<file path="config.mk">
export PLATFORM = sky130hd
export DESIGN_NAME = mem_arbiter
export DESIGN_NICKNAME = d
export VERILOG_FILES = /design/src/rtl/mem_arb_pkg.sv /design/src/rtl/mem_arbiter.sv
export SDC_FILE = /design/constraint.sdc
export NUM_CORES = 1
export LEC_CHECK = 0
export CAP_MARGIN = 20
export CORE_MARGIN = 2
export CORE_UTILIZATION = 37
export DETAILED_ROUTE_END_ITERATION = 7
export PLACE_DENSITY_LB_ADDON = 0.05
export SKIP_LAST_GASP = 1
export SLEW_MARGIN = 20
export SYNTH_ARGS = -nofsm -noshare
export SYNTH_HDL_FRONTEND = slang
export SYNTH_SLANG_ARGS = --single-unit
</file>
<file path="constraint.sdc">
create_clock -name clk -period 1.6 [get_ports clk]
set_clock_uncertainty 0.05 [all_clocks]
set_input_delay 0.16 -clock clk [delete_from_list [all_inputs] [get_ports clk]]
set_output_delay 0.16 -clock clk [all_outputs]
set_load 0.05 [all_outputs]
</file>
<file path="src/rtl/mem_arb_pkg.sv">
// Shared types for the single-port memory arbiter: FSM states and transaction owner.
package mem_arb_pkg;

  typedef enum logic [1:0] {
    IDLE = 2'd0,
    REQ  = 2'd1,
    RSP  = 2'd2
  } state_t;

  typedef enum logic {
    OWN_IF = 1'b0,
    OWN_D  = 1'b1
  } owner_t;

endpackage

</file>
<file path="src/rtl/mem_arbiter.sv">
// Arbitrates a fetch port and a data port onto one memory port, one transaction in flight.
// Optional fetch starvation guard enabled by defining MEM_ARB_STARVE_GUARD_EN.
module mem_arbiter
  import mem_arb_pkg::*;
#(
  parameter int ADDR_W     = 32,
  parameter int DATA_W     = 32,
  parameter int STARVE_MAX = 4
) (
  input  logic                clk,
  input  logic                rst_n,
  input  logic                if_req,
  input  logic [ADDR_W-1:0]   if_addr,
  output logic                if_rvalid,
  output logic [DATA_W-1:0]   if_rdata,
  input  logic                d_req,
  input  logic                d_we,
  input  logic [ADDR_W-1:0]   d_addr,
  input  logic [DATA_W-1:0]   d_wdata,
  input  logic [DATA_W/8-1:0] d_wstrb,
  output logic                d_rvalid,
  output logic [DATA_W-1:0]   d_rdata,
  output logic                m_req,
  output logic                m_we,
  output logic [ADDR_W-1:0]   m_addr,
  output logic [DATA_W-1:0]   m_wdata,
  output logic [DATA_W/8-1:0] m_wstrb,
  input  logic                m_gnt,
  input  logic                m_rvalid,
  input  logic [DATA_W-1:0]   m_rdata,
  output logic                busy
);

  state_t            state;
  owner_t            owner;
  logic [DATA_W-1:0] if_rdata_q;
  logic [DATA_W-1:0] d_rdata_q;
  logic              pick_d;
  logic              rsp_done;

`ifdef MEM_ARB_STARVE_GUARD_EN
  localparam int CNT_W = (STARVE_MAX < 1) ? 1 : $clog2(STARVE_MAX + 1);
  logic [CNT_W-1:0] starve_cnt;

  // Once the data side has won STARVE_MAX times over a waiting fetch, the fetch wins.
  assign pick_d = d_req && !(if_req && (starve_cnt == CNT_W'(STARVE_MAX)));

  always_ff @(posedge clk or negedge rst_n) begin
    if (!rst_n) begin
      starve_cnt <= '0;
    end else if (state == IDLE && (if_req || d_req)) begin
      if (!pick_d)
        starve_cnt <= '0;
      else if (if_req)
        starve_cnt <= starve_cnt + CNT_W'(1);
    end
  end
`else
  assign pick_d = d_req;
`endif

  always_ff @(posedge clk or negedge rst_n) begin
    if (!rst_n) begin
      state      <= IDLE;
      owner      <= OWN_IF;
      m_we       <= 1'b0;
      m_addr     <= '0;
      m_wdata    <= '0;
      m_wstrb    <= '0;
      if_rdata_q <= '0;
      d_rdata_q  <= '0;
    end else begin
      case (state)
        IDLE: begin
          if (if_req || d_req) begin
            state <= REQ;
            if (pick_d) begin
              owner   <= OWN_D;
              m_we    <= d_we;
              m_addr  <= d_addr;
              m_wdata <= d_wdata;
              m_wstrb <= d_wstrb;
            end else begin
              owner   <= OWN_IF;
              m_we    <= 1'b0;
              m_addr  <= if_addr;
              m_wdata <= '0;
              m_wstrb <= '0;
            end
          end
        end
        // An m_rvalid arriving together with m_gnt is not a response yet.
        REQ: if (m_gnt) state <= RSP;
        RSP: begin
          if (m_rvalid) begin
            state <= IDLE;
            if (owner == OWN_D) d_rdata_q  <= m_rdata;
            else                if_rdata_q <= m_rdata;
          end
        end
        default: state <= IDLE;
      endcase
    end
  end

  assign m_req     = (state == REQ);
  assign busy      = (state != IDLE);
  assign rsp_done  = (state == RSP) && m_rvalid;
  assign if_rvalid = rsp_done && (owner == OWN_IF);
  assign d_rvalid  = rsp_done && (owner == OWN_D);
  // Owner sees memory data in the response cycle; the other port keeps its last value.
  assign if_rdata  = if_rvalid ? m_rdata : if_rdata_q;
  assign d_rdata   = d_rvalid  ? m_rdata : d_rdata_q;

endmodule

</file>
; ---- Yosys cells after proc, flatten, opt, wreduce, memory -nomap -nowiden
; Cells that the tools add are included.
; Widths: inputs -> output; s select.
[classes]
n_mux = 11
n_eq_ne = 5
n_bitwise = 1
reduce_logical = 10
[ops]
columns = operator, n
row1 = $mux 32, 4
row2 = $reduce_and 3->1, 3
row3 = $mux 2, 3
row4 = $pmux 2 s3, 1
row5 = $mux 4, 1
row6 = $ne 2x2->1 const B, 2
row7 = $logic_and 1x1->1, 3
row8 = $eq 2x1->1 const B, 1
row9 = $eq 2x2->1 const B, 1
row10 = $logic_not 2->1, 1
row11 = $mux 1, 2
row12 = $ne 2x1->1 const B, 1
row13 = $reduce_and 2->1, 1
row14 = $reduce_bool 2->1, 1
row15 = $logic_or 1x1->1, 1
row16 = $not 1->1, 1
[word_totals]
inputBits = 139
wordCells = 35
out_inout_bits = 137
regBits = 136

; ---- Longest topological paths before layout
; Gate-level depths: netlist of run 1.
[depth]
depth_word = 4
mapped_depth = 5
depth_no_buf = 3

; ---- Worst setup path after synthesis of run 1
; Ideal clock, no wire load.
[synth_path]
path_type = register to register
from = register state[0]
to = register if_rdata_q[22]
setup_time_ps = 175
n_path_buf = 1
stages_incl_launch_ff = 5
period_less_slack_ps = 1801
setup_slack_ps = -201
arrival_time_ps = 1576
cell_sequence = dfrtp_1 > nor2b_4 > nor3b_4 > buf_6 > mux2_2
[synth_between]
elab_chain_cells = 2
[synth_rtl]
columns = item, line
row1 = from (decl), mem_arbiter.sv:34  ; state_t state;
row2 = from (signal assigned), mem_arbiter.sv:64  ; state <= IDLE;
row3 = from (signal assigned), mem_arbiter.sv:76  ; state <= REQ;
row4 = from (signal assigned), mem_arbiter.sv:93  ; REQ: if (m_gnt) state <= RSP;
row5 = $eq 2x2->1, mem_arbiter.sv:73  ; case (state)
row6 = $reduce_and 3->1 (no line), -
row7 = to (signal assigned), mem_arbiter.sv:98  ; else if_rdata_q <= m_rdata;
row8 = to (decl), mem_arbiter.sv:36  ; logic [DATA_W-1:0] if_rdata_q;
; No other way between the ends.
; A chain may end at the register's enable or synchronous reset.

; ---- Final worst setup path of run 1
[layout_path]
from = register state[0]
to = output port if_rdata[24]
[layout_between]
elab_chain_cells = 4
[layout_rtl]
columns = item, line
row1 = $eq 2x2->1, mem_arbiter.sv:108  ; assign rsp_done = (state == RSP) && m_rvalid;
row2 = $logic_and 1x1->1, mem_arbiter.sv:108
row3 = $logic_and 1x1->1, mem_arbiter.sv:109  ; assign if_rvalid = rsp_done && (owner == OWN_IF);
row4 = $mux 32, mem_arbiter.sv:112  ; assign if_rdata = if_rvalid ? m_rdata : if_rdata_q;
row5 = to (decl), mem_arbiter.sv:15  ; output logic [DATA_W-1:0] if_rdata,
; No other way between the ends.

==> results of run 1 <==
[critical path: stages, from the launching register on]
cell	delay, ns
dfrtp_1	0.40
nor2b_4	0.13
nor3b_4	0.23
buf_6	0.19
buf_16	0.15
mux2_4	0.33
buf_8	0.15
[metal layers]
metal	GRT usage [%]	wire length, um	up-vias
li1	-	-	2000
met3	6.81	1310	18
met2	34.4	8510	165
met1	23.2	6560	2177
met5	0	0	-
met4	7.48	273	0
[synth_stat cells]
| cell type | number |
|---|---|
| buf_2 | 10 |
| a22o_1 | 38 |
| clkbuf_1 | 5 |
| dfrtp_1 | 136 |
| buf_4 | 2 |
| mux2_2 | 160 |
| nor2b_4 | 1 |
| buf_6 | 8 |
| nand2b_1 | 1 |
| and2_1 | 1 |
| o21ai_2 | 1 |
| o21ai_0 | 1 |
| nand3_1 | 1 |
| nor3b_4 | 1 |
| nor2_1 | 1 |
| a21o_1 | 1 |
| inv_1 | 4 |
[layout make-up]
type / count / area (um^2) / area share (%)
clock inverters: 13 / 216 / 2.06
flip-flops and latches: 136 / 3400 / 32.3
multi-input cells: 207 / 2360 / 22.4
repair buffers: 327 / 3820 / 36.2
clock buffers: 19 / 453 / 4.30
inverters: 4 / 15.0 / 0.143
well taps: 211 / 264 / 2.51
[placed cells by master, fill, tap and decap left out, types with 5 or more instances in the layout]
master	synthesis	routed
buf_8	0	6
mux2_4	0	33
buf_6	8	30
clkdlybuf4s50_1	0	137
a22o_1	38	38
dfrtp_1	136	136
buf_4	2	89
mux2_2	160	127
clkbuf_16	0	20
buf_12	0	56
bufinv_16	0	5
[flip-flops by register name, summed over array words and instances (netlist names)]
name        cells
m_wdata        32
m_addr         32
m_wstrb         4
m_we            1
d_rdata_q      32
owner           1
if_rdata_q     32
state           2
[where the power goes]
part | internal [mW] | total, mW | switching, mW
Sequential | 5.08 | 5.84 | 0.762
Combinational | 7.08 | 16.2 | 9.08
Clock | 2.86 | 4.38 | 1.52
Total | 15.0 | 26.4 | 11.4
[logic make-up (layout without fill, tap and decap cells)]
kind of cell / Yosys count / count (layout)
and+or+nand+nor: 6 / 6
muxes: 160 / 160
DFF: 136 / 136
AOI/OAI and AO/OA: 41 / 41
buffers and inverters: 29 / 363
[how the worst max path moves through the flow]
stage	cells after the start	startpoint	slack, ns	endpoint
after floorplan	4	state[0]	-0.11	if_rdata[22]
after global placement	6	m_rvalid	-0.43	if_rdata[1]
after detailed placement	6	m_rvalid	-0.49	if_rdata[31]
after CTS	6	state[0]	-0.64	if_rdata[18]
after global routing	6	state[0]	-0.66	if_rdata[2]
final	6	state[0]	-0.60	if_rdata[24]
[what timing repair did]
action	4_1_cts	5_1_grt
hold endpoints to repair	38	0
setup endpoints to repair	124	139
setup buffers	11	12
resized for setup	28	29
cloned	5	3
hold buffers	1	0
pin swaps	1	4
[stage by stage]
stage                     power, mW  instance area [um^2]  setup TNS (ns)  setup slack, ns  std cells
after floorplan                15.2                  5920           -5.93           -0.107        372
after global placement         20.9                  9250          -26.29           -0.430        856
after detailed placement       21.1                  9250          -31.86           -0.487        856
after CTS                      26.1                 10300          -41.88           -0.639        904
after global routing           27.5                 10500          -48.13           -0.663        917
final                          26.4                 10500          -41.36           -0.600        917
==> metrics.cfg, run 1 <==
[outcome]
status=finished with violations
violations=negative setup slack

[layout]
drive_gt1_share_pct=55.0
areaGrowthSynthToFinish_pct=81.5
fin_nets=832
fin_util_pct=69.0
nFillCells=1056
diodes=0

[timing]
period_share_pct=138
timing.slew.headroom_pct=72.9
setup_viol=104
max_freq_mhz=454
rsz0062_at_grt=yes
final.setup.worst_slack_ns=-0.600
min_period_ns=2.20
hold_ws_ns=0.167
finalMaxSlewViolations=0
finalHoldViolations=0
worst_pin_slew_ns=0.406

[route]
drc_errors=0
routedWlPerCell_um=18.2
dr.pass1.iters=4
viasPerCell=4.75
postRouteWirelength_mm=16.7
vias=4360
postRouteAntennaNets=0
drt-initial-drc-count=164

[synthesis]
netlist_area_um2=5800
syn_nets=511
ys_ff_latch=136
seq_area_frac_synth_pct=58.7
avgSynthCellArea_um2=15.6
netlist_top_cells_area=dfrtp_1 (59%), mux2_2 (31%), a22o_1 (5.7%)
synth_top_family_by_area=multiplexers
synthXorXnorAreaFrac_pct=0
synth_compound_area_share_pct=6.10
synth.largest_area_cell=dfrtp_1
ys_types=17
synth_cells=372
ys_warn_count=0
yosys.area.top_type_share_pct=58.7
synth_mux_area_share_pct=31.1
synthAdderAreaFrac_pct=0
yosys.area_share.simple_pct=0.927

[critical_path]
r2r_cells=7
r2r-end=d_rdata_q[13]
reg2reg_slack_ns=-0.18
worstSetupStartpointType=flop
endpoint_kind=primary output
cp.arrival_ns=1.99
crit_fanout=8
reg2reg_from=state[0]
crit_type=flop to primary output
crit_required_ns=1.39

[global_routing]
overflow=0
antenna_found_initial=0
grt_start_max_net_pins=52
grt_pass1_wl_mm=25.5
grtUsageTotal_pct=20.0
grt_pass1_vias=4771

[placement]
io_buffers=275
dp_hpwl_mm=11.4
gp_congestion=0.783

[job]
cap_violations=0

[clock_tree]
clk_root_buffer_cell=clkbuf_16
htree_levels=4
cts_inserted_buffers=17
path_clk_slew_ns=0.06
insertion_delay_ns=0.41
cts.sinks=136
clock_path_buffers=2
cts_tree=done

[pwr]
power.leakage_nw=4.79
p_per_area_nw_per_um2=2510
ir_drop_mv=1.59

[floorplan]
core-area_um2=15300
io_pins=276
die_h_um=129
fp.dieW_um=129
rows=45
initial_utilization_pct=38.0
die_area_um2=16700

[min_path]
hp-class=input port to asynchronous set/reset pin

Power figures use the tool's default switching activity.
==> run 2: changes to the inputs <==
--- a/config.mk
+++ b/config.mk
@@ -5,7 +5,7 @@
 export SDC_FILE = /design/constraint.sdc
 export NUM_CORES = 1
 export LEC_CHECK = 0
-export CAP_MARGIN = 20
+export CORE_ASPECT_RATIO = 1.2
 export CORE_MARGIN = 2
 export CORE_UTILIZATION = 37
 export DETAILED_ROUTE_END_ITERATION = 7
==> constraint.sdc (replaced) <==
create_clock -name clk -period 1.6 [get_ports clk]
set_clock_uncertainty 0.05 [all_clocks]
set_input_delay 0.48 -clock clk [delete_from_list [all_inputs] [get_ports clk]]
set_output_delay 0.48 -clock clk [all_outputs]
set_load 0.05 [all_outputs]
==> run 2 against run 1 <==
Net effect: the run still ends with negative setup slack left; setup slack worse by 0.33 ns; wire length rose by 13%; sequential cell count unchanged; first-iteration DRC count down 13%; clock-buffer cell count increased by 4.
==> metrics.cfg, run 2 (same netlist as run 1, synthesis figures left out) <==
[critical_path]
crit_required_ns=1.07
cp_cell_sequence=nor2b_4 -> buf_4 -> nand3_4 -> buf_6 -> buf_12 -> mux2_4 -> buf_6
cp_slowest_cell=dfrtp_1
worstSetupStartpointType=flop
cp.arrival_ns=2.00
crit_buf_inv=4
slowest_delay_ns=0.42
endpoint_kind=primary output
crit_fanout=6
crit_type=flop to primary output
cpMostUsedCell=buf_6
crit_family=buffers and inverters

[timing]
period_share_pct=158
timing.slew.headroom_pct=81.3
tns_ns=-87.42
rsz0062_at_grt=yes
finalMaxSlewViolations=0
min_period_ns=2.53
finalHoldViolations=0
hold_ws_ns=0.440
final.setup.worst_slack_ns=-0.933
max_freq_mhz=395
worst_pin_slew_ns=0.280
setup_viol=166

[global_routing]
grt_start_max_net_pins=38
antenna_found_initial=1
grt_pass1_vias=5073
grt_pass1_wl_mm=28.6
grtUsageTotal_pct=22.6
overflow=0

[floorplan]
die_h_um=141
core-area_um2=15500
fp.dieW_um=118
die_area_um2=16700
initial_utilization_pct=37.5
io_pins=276
rows=50

[route]
drt-initial-drc-count=142
dr.pass1.iters=4
postRouteWirelength_mm=18.9
vias=4547
routedWlPerCell_um=20.1
viasPerCell=4.83
postRouteAntennaNets=0
drc_errors=0

[outcome]
violations=negative setup slack
status=finished with violations

[clock_tree]
clk_root_buffer_cell=clkbuf_16
cts_tree=done
htree_levels=4
cts.sinks=136
clock_path_buffers=2
path_clk_slew_ns=0.06
cts_inserted_buffers=17
insertion_delay_ns=0.41

[pwr]
p_per_area_nw_per_um2=2520
power.leakage_nw=5.30
ir_drop_mv=1.38

[placement]
io_buffers=275
dp_hpwl_mm=12.7
dp_slack_ns=-1.11
gp_congestion=0.753
post_dp_cell_area_um2=9910

[layout]
drive_gt1_share_pct=56.6
final_area_um2=11500
mostFrequentLayoutCells=dfrtp_1 (136), clkdlybuf4s50_1 (136), mux2_2 (96)
fin_nets=861
fin_util_pct=74.5
areaGrowthSynthToFinish_pct=98.3
diodes=0

[min_path]
hp-class=input port to asynchronous set/reset pin

[job]
cap_violations=0

[run 2: layout make-up]
class                      instances  area, um^2
fill                             968        3950
timing repair buffer             356        4730
clock buffer                      23         498
sequential                       136        3400
multi-input combinational        207        2480
clock inverter                     7         116
inverter                           4        18.8
tap                              208         260
[run 2: report_power, final]
| group | internal (mW) | switching, mW | total, mW |
|---|---|---|---|
| registers | 5.09 | 1.27 | 6.35 |
| clock network | 2.64 | 1.43 | 4.07 |
| logic | 9.27 | 9.29 | 18.6 |
| total | 17.0 | 12.0 | 29.0 |
[run 2: metrics by stage]
stage,total power [mW],instances
2_1_floorplan,15.5,372
3_3_place_gp,22.4,863
3_5_place_dp,22.6,863
4_1_cts,28.8,926
5_1_grt,30.0,941
6_report,29.0,941
[run 2: path summary, 6_finish.rpt]
path	to	from	slack, ns	cells past startpoint
worst max-delay path	d_rdata[12]	state[0]	-0.93	7
worst min-delay path	d_rdata_q[26]	rst_n	0.44	2
worst max register to register	m_wdata[2]	state[0]	-0.44	10
worst min register to register	if_rdata_q[5]	if_rdata_q[5]	0.46	1
max in group asynchronous	m_addr[30]	rst_n	0.56	3
min in group clk	if_rdata_q[5]	if_rdata_q[5]	0.46	1
[run 2: per-layer routing]
layer | part of all wire, % | wire (um) | GRT usage, % | vias up
li1 | - | - | - | 2055
met3 | 8.9 | 1680 | 10.1 | 21
met4 | 1.6 | 305 | 7.04 | 2
met2 | 55 | 10400 | 41.0 | 172
met1 | 34 | 6460 | 23.2 | 2297
met5 | 0.064 | 12 | 0 | -
[run 2: timing repair]
item | in CTS | in global routing
buffers inserted | 20 | 17
pin swaps | 4 | 5
hold buffers | 1 | 0
gates resized for setup | 83 | 18
endpoints found under the setup margin | 170 | 199
hold endpoints to repair | 19 | 0
gates cloned | 12 | 1
